--- src/rtl/buffer_arbiter.sv ---
// ============================================================================
// Module   : buffer_arbiter
// Purpose  : Runs a single-port sync-read byte RAM as a circular FIFO shared by
//            USB RX/TX byte ops and serialized 1/2/4-byte AHB store/get ops.
// Revision : 1.0  initial release
// ============================================================================
`default_nettype none

module buffer_arbiter #(
    parameter int DEPTH = 64,
    localparam int AW   = $clog2(DEPTH)
) (
    input  logic          clk,
    input  logic          n_rst,
    input  logic          i_clear,
    input  logic [1:0]    i_ahb_store,
    input  logic [1:0]    i_ahb_get,
    input  logic [31:0]   i_ahb_wdata,
    output logic [31:0]   o_ahb_rdata,
    output logic          o_ahb_rvalid,
    output logic          o_ahb_busy,
    input  logic          i_usb_store,
    input  logic [7:0]    i_usb_wdata,
    input  logic          i_usb_get,
    output logic [7:0]    o_usb_rdata,
    output logic          o_usb_rvalid,
    output logic [AW-1:0] o_ram_addr,
    output logic          o_ram_we,
    output logic [7:0]    o_ram_wdata,
    input  logic [7:0]    i_ram_rdata,
    output logic [AW:0]   o_buffer_occupancy,
    output logic          o_overflow,
    output logic          o_underflow
);

    localparam logic [AW:0] c_depth = (AW+1)'(DEPTH);

    typedef enum logic [1:0] {IDLE, AHB_WR, AHB_RD, RD_DRAIN} state_t;

    state_t        r_state, w_state_nxt;
    logic [AW-1:0] r_wptr, r_rptr;
    logic [AW:0]   r_occ;
    logic          r_ovf, r_udf;
    logic [2:0]    r_len;
    logic [1:0]    r_idx;
    logic [31:0]   r_wdata, r_rdata;
    logic          r_cap_valid;
    logic [1:0]    r_cap_lane;
    logic          r_usb_rvalid, r_usb_rd_ok, r_rej_rvalid;

    logic          w_full, w_empty, w_usb_any, w_usb_st, w_usb_gt_req, w_usb_gt;
    logic          w_ahb_wr, w_ahb_rd, w_last, w_inc, w_dec;
    logic          w_acc_st, w_rej_st, w_acc_gt, w_rej_gt, w_idle_ok;
    logic [2:0]    w_st_len, w_gt_len;
    logic [AW:0]   w_free;
    logic [31:0]   w_rd_merged;

    function automatic logic [2:0] f_len(input logic [1:0] code);
        return (code == 2'd3) ? 3'd4 : {1'b0, code};
    endfunction

    // USB requests claim the RAM slot even when they end up doing nothing.
    assign w_full       = (r_occ == c_depth);
    assign w_empty      = (r_occ == '0);
    assign w_usb_any    = i_usb_store | i_usb_get;
    assign w_usb_st     = !i_clear && i_usb_store && !w_full;
    assign w_usb_gt_req = !i_clear && !i_usb_store && i_usb_get;
    assign w_usb_gt     = w_usb_gt_req && !w_empty;
    assign w_ahb_wr     = !i_clear && !w_usb_any && (r_state == AHB_WR);
    assign w_ahb_rd     = !i_clear && !w_usb_any && (r_state == AHB_RD);
    assign w_last       = ({1'b0, r_idx} == (r_len - 3'd1));
    assign w_inc        = w_usb_st | w_ahb_wr;
    assign w_dec        = w_usb_gt | w_ahb_rd;

    assign w_st_len  = f_len(i_ahb_store);
    assign w_gt_len  = f_len(i_ahb_get);
    assign w_free    = c_depth - r_occ;
    assign w_idle_ok = !i_clear && (r_state == IDLE);
    assign w_acc_st  = w_idle_ok && (i_ahb_store != 2'd0) && (w_free >= {{(AW-2){1'b0}}, w_st_len});
    assign w_rej_st  = w_idle_ok && (i_ahb_store != 2'd0) && (w_free <  {{(AW-2){1'b0}}, w_st_len});
    assign w_acc_gt  = w_idle_ok && (i_ahb_store == 2'd0) && (i_ahb_get != 2'd0)
                       && (r_occ >= {{(AW-2){1'b0}}, w_gt_len});
    assign w_rej_gt  = w_idle_ok && (i_ahb_store == 2'd0) && (i_ahb_get != 2'd0)
                       && (r_occ <  {{(AW-2){1'b0}}, w_gt_len});

    always_comb begin
        o_ram_addr  = '0;
        o_ram_we    = 1'b0;
        o_ram_wdata = '0;
        if (w_usb_st) begin
            o_ram_we    = 1'b1;
            o_ram_addr  = r_wptr;
            o_ram_wdata = i_usb_wdata;
        end else if (w_usb_gt) begin
            o_ram_addr  = r_rptr;
        end else if (w_ahb_wr) begin
            o_ram_we    = 1'b1;
            o_ram_addr  = r_wptr;
            o_ram_wdata = r_wdata[8*r_idx +: 8];
        end else if (w_ahb_rd) begin
            o_ram_addr  = r_rptr;
        end
    end

    always_comb begin
        w_state_nxt = r_state;
        if (i_clear) begin
            w_state_nxt = IDLE;
        end else begin
            case (r_state)
                IDLE:     if (w_acc_st) w_state_nxt = AHB_WR;
                          else if (w_acc_gt) w_state_nxt = AHB_RD;
                AHB_WR:   if (w_ahb_wr && w_last) w_state_nxt = IDLE;
                AHB_RD:   if (w_ahb_rd && w_last) w_state_nxt = RD_DRAIN;
                RD_DRAIN: w_state_nxt = IDLE;
                default:  w_state_nxt = IDLE;
            endcase
        end
    end

    // The final read byte is still on i_ram_rdata during RD_DRAIN; merge it combinationally.
    always_comb begin
        w_rd_merged = r_rdata;
        if (r_cap_valid) w_rd_merged[8*r_cap_lane +: 8] = i_ram_rdata;
    end

    assign o_ahb_busy         = (r_state != IDLE);
    assign o_ahb_rvalid       = ((r_state == RD_DRAIN) && !i_clear) || r_rej_rvalid;
    assign o_ahb_rdata        = ((r_state == RD_DRAIN) && !i_clear) ? w_rd_merged : '0;
    assign o_usb_rvalid       = r_usb_rvalid;
    assign o_usb_rdata        = r_usb_rd_ok ? i_ram_rdata : 8'h00;
    assign o_buffer_occupancy = r_occ;
    assign o_overflow         = r_ovf;
    assign o_underflow        = r_udf;

    always_ff @(posedge clk or negedge n_rst) begin
        if (!n_rst) begin
            r_state      <= IDLE;
            r_wptr       <= '0;
            r_rptr       <= '0;
            r_occ        <= '0;
            r_ovf        <= 1'b0;
            r_udf        <= 1'b0;
            r_len        <= '0;
            r_idx        <= '0;
            r_wdata      <= '0;
            r_rdata      <= '0;
            r_cap_valid  <= 1'b0;
            r_cap_lane   <= '0;
            r_usb_rvalid <= 1'b0;
            r_usb_rd_ok  <= 1'b0;
            r_rej_rvalid <= 1'b0;
        end else begin
            r_state      <= w_state_nxt;
            r_usb_rvalid <= w_usb_gt_req;
            r_usb_rd_ok  <= w_usb_gt;
            r_rej_rvalid <= w_rej_gt;
            r_cap_valid  <= w_ahb_rd;
            r_cap_lane   <= r_idx;
            if (r_cap_valid) r_rdata[8*r_cap_lane +: 8] <= i_ram_rdata;
            if (i_clear) begin
                r_wptr <= '0;
                r_rptr <= '0;
                r_occ  <= '0;
                r_ovf  <= 1'b0;
                r_udf  <= 1'b0;
                r_idx  <= '0;
            end else begin
                r_wptr <= r_wptr + AW'(w_inc);
                r_rptr <= r_rptr + AW'(w_dec);
                r_occ  <= r_occ + {{AW{1'b0}}, w_inc} - {{AW{1'b0}}, w_dec};
                if ((i_usb_store && w_full) || w_rej_st) r_ovf <= 1'b1;
                if ((w_usb_gt_req && w_empty) || w_rej_gt) r_udf <= 1'b1;
                if (w_ahb_wr || w_ahb_rd) r_idx <= r_idx + 2'd1;
                if (w_acc_st) begin
                    r_len   <= w_st_len;
                    r_wdata <= i_ahb_wdata;
                    r_idx   <= '0;
                end else if (w_acc_gt) begin
                    r_len   <= w_gt_len;
                    r_rdata <= '0;
                    r_idx   <= '0;
                end
            end
        end
    end

endmodule

`default_nettype wire

--- config.mk ---
export PLATFORM = sky130hd
export DESIGN_NAME = buffer_arbiter
export DESIGN_NICKNAME = d
export VERILOG_FILES = /design/src/rtl/buffer_arbiter.sv
export SDC_FILE = /design/constraint.sdc
export NUM_CORES = 1
export LEC_CHECK = 0
export CORE_MARGIN = 5
export CORE_UTILIZATION = 30
export DETAILED_ROUTE_END_ITERATION = 7
export HOLD_SLACK_MARGIN = 0.1
export PLACE_DENSITY = 0.58
export SETUP_SLACK_MARGIN = 0.1
export SYNTH_ARGS = -nofsm -noshare
export SYNTH_HDL_FRONTEND = slang
export SYNTH_SLANG_ARGS = --single-unit
--- constraint.sdc ---
create_clock -name clk -period 3.5 [get_ports clk]
set_input_delay 0.35 -clock clk [delete_from_list [all_inputs] [get_ports clk]]
set_output_delay 0.35 -clock clk [all_outputs]
set_load 0.005 [all_outputs]
==> flow_summary_export.csv <==
group,metric,value,unit
critical_path,r2r_slack,380,ps
synthesis,synth-seq-area-share,47.3,%
timing,slew-limit-headroom,56.1,%
floorplanning,ios,124,
synthesis,synth_seq_cells,98,
power,p_per_area,576,mW/mm²
routing,drcViolationCount,0,
cts,cts_setup_buffers,0,
timing,finalSetupTns,0,ps
timing,hold_viol,0,
outcome,status,"finished clean",
critical_path,end_kind,"flip-flop",
cts,cts.sinks,98,
synthesis,synthCells,467,
grt,grt_pass1_vias,4273,
grt,track_usage,14.2,%
cells_and_area,stdcell_count,830,
synthesis,yosysWarnings,0,
grt,antenna_found_initial,0,
routing,drt_wl_total,13.9,mm
timing,setup-violations-final,0,
placed_design,dp_hpwl,10.3,mm
cts,cts_root_buffer,"clkbuf_16",
floorplanning,die_h,142,µm
cells_and_area,diodes,0,
timing,rsz0062_at_grt,"no",
cells_and_area,final_util,41.1,%
synthesis,synthesis.nets,554,
routing,drtIter0Drc,227,
hold_path,min_path_type,"reg -> reg",
grt,grt_start_max_net_pins,50,
synthesis,netlist_area,0.00519,mm²
floorplanning,core-area,0.0171,mm²
floorplanning,initial_utilization,30.3,%
critical_path,arrival,3420,ps
power,leakage,3.00,nW
routing,wire_per_inst,16.8,µm
cts,clk_pin_slew_worst_paths,70,ps
cts,htree_levels,3,
floorplanning,fp.dieArea,0.0200,mm²
synthesis,synthArstFlopShare,100,%
synthesis,ys.flop_type,"dfrtp_1",
routing,viasPerCell,4.95,
cells_and_area,drive_above_1_share,14.0,%
routing,dr.pass1.iters,4,
cts,insertion_delay,350,ps
synthesis,synthTopCellsByArea,"dfrtp_1 (47%), mux2_2 (7.4%), ha_1 (7.0%), nor2_1 (6.1%), a22oi_1 (4.6%)",
timing,tightest_slew,659,ps
synthesis,synth_edf_count,0,
floorplanning,placementRows,48,
timing,holdWs,489,ps
placed_design,post-place-cells,813,
cts,tritoncts,"done",
power,irDropWorstVdd,0.354,mV
placed_design,gp_congestion,0.823,
critical_path,setup.worst_path.start_class,"flip-flop",
timing,timing.final.crit_share,89.3,%
cells_and_area,nets,687,
cts,cts_buffer_depth,2,
cells_and_area,final_cell_mix,"clkdlybuf4s50_1 (122), dfrtp_1 (98), nor2_1 (84)",
timing,fin_skew,6.63,ps
grt,gr-total-overflow,0,
critical_path,criticalPathCategory,"reg -> reg",
synthesis,synth_top_area_share,47.3,%
synthesis,yosysTopAreaCell,"dfrtp_1",
timing,drv_slew,0,
floorplanning,die_x,142,µm
synthesis,ys_types,59,
grt,grt_pass1_wl,22.9,mm
critical_path,critPathMaxFanout,5,
cells_and_area,area_growth,35.5,%
cells_and_area,final_common_cell,"clkdlybuf4s50_1",
synthesis,syn_avg_cell_area,11.1,µm²
routing,vias,4107,
flow_run,drv_cap,0,
timing,fin_crit,3120,ps
timing,maxClockFrequency,0.320,GHz
cts,cts_buffers,9,
placed_design,portBuffers,123,
routing,ant_nets,0,
critical_path,crit_required,3790,ps
-- routing by layer --
metal | global-route usage, % | part of all wire (%) | vias up | wire length, µm
li1 | - | - | 1943 | -
met1 | 18.3 | 44 | 2042 | 6140
met2 | 23.7 | 49 | 109 | 6800
met3 | 2.83 | 5.5 | 13 | 773
met4 | 5.10 | 1.6 | 0 | 223
met5 | 0 | 0 | - | 0
-- where the power goes --
group          switching [mW]  internal [mW]  total, mW
combinational           0.683          0.828       1.51
clock                   0.464          0.492      0.956
sequential              0.175           1.41       1.58
-- logic make-up (layout without fill, tap and decap cells) --
| group | after synthesis | after routing | share of synthesized area (%) |
|---|---|---|---|
| AND/OR/NAND/NOR | 158 | 158 | 15.2 |
| multiplexers | 48 | 48 | 12.1 |
| XOR/XNOR | 20 | 20 | 3.38 |
| AO/OA/AOI/OAI | 75 | 75 | 11.4 |
| buffers and inverters | 38 | 176 | 3.37 |
| flip-flops | 98 | 98 | 47.3 |
| adder cells (fa/ha/maj) | 30 | 30 | 7.38 |
-- state kept, by name, summed over array words and instances, names as in the netlist --
name	cells
r_rdata	32
r_wdata	32
o_buffer_occupancy	7
r_rptr	6
r_wptr	6
r_len	3
r_cap_lane	2
r_idx	2
r_state	2
o_overflow	1
o_underflow	1
o_usb_rvalid	1
r_cap_valid	1
r_rej_rvalid	1
r_usb_rd_ok	1
-- worst paths after layout --
kind | to | cells after the start | start
max | o_buffer_occupancy[6]$_DFF_PN0_ | 13 | o_buffer_occupancy[1]$_DFF_PN0_
min | r_wdata[9]$_DFFE_PN0P_ | 1 | r_wdata[9]$_DFFE_PN0P_
max reg2reg | o_buffer_occupancy[6]$_DFF_PN0_ | 13 | o_buffer_occupancy[1]$_DFF_PN0_
min reg2reg | r_wdata[9]$_DFFE_PN0P_ | 1 | r_wdata[9]$_DFFE_PN0P_
max in group asynchronous | r_wdata[2]$_DFFE_PN0P_ | 3 | n_rst
min in group asynchronous | r_rdata[19]$_DFF_PN0_ | 2 | n_rst
-- through the flow --
step,setup slack [ps],power [mW],area [µm²]
2_1_floorplan,633,2.63,5190
3_3_place_gp,321,3.08,6740
3_5_place_dp,250,3.13,6740
4_1_cts,291,4.11,7020
5_1_grt,177,4.36,7030
6_report,375,4.05,7030
-- critical path, stage by stage (launching register included) --
cell and delay (ps):
dfrtp_1 440, inv_1 140, ha_1 270, nand4_1 180
and2_1 230, or3_1 390, ha_1 210, inv_1 70
fa_1 200, o21bai_1 70, a21oi_1 240, o21bai_1 120
or4_1 410, nand3_1 100
-- synthesized netlist by cell type, types with 2 or more instances --
library cell / count
a21o_1: 2
a21oi_1: 6
a22o_1: 5
a22oi_1: 32
a31oi_1: 3
a32o_1: 8
and2_1: 10
and3_1: 4
buf_1: 2
buf_2: 5
buf_6: 3
clkbuf_1: 8
dfrtp_1: 98
ha_1: 29
inv_1: 18
mux2_1: 2
mux2_2: 34
mux2i_1: 4
mux4_2: 8
nand2_1: 11
nand2b_1: 3
nand3_1: 6
nand4_1: 5
nor2_1: 84
nor2b_1: 9
nor3_1: 6
nor4_1: 4
nor4b_1: 2
nor4b_2: 3
o2111ai_1: 2
o21ai_0: 3
o21bai_1: 3
xnor2_1: 11
xor2_1: 9
-- cell type report --
type / instances / area (µm²)
Clock buffer: 10 / 229
Clock inverter: 6 / 48.8
Fill cell: 1635 / 10100
Inverter: 19 / 71.3
Multi-Input combinational cell: 331 / 2570
Sequential cell: 98 / 2450
Tap cell: 225 / 282
Timing Repair Buffer: 141 / 1380
-- repair_timing --
| action | CTS | global route |
|---|---|---|
| endpoints found under the setup margin | 0 | 4 |
| gates resized for setup | 0 | 1 |
| hold buffers | 1 | 0 |
| hold endpoints to repair | 47 | 0 |
Note: power is estimated with default switching activity, not from simulation.
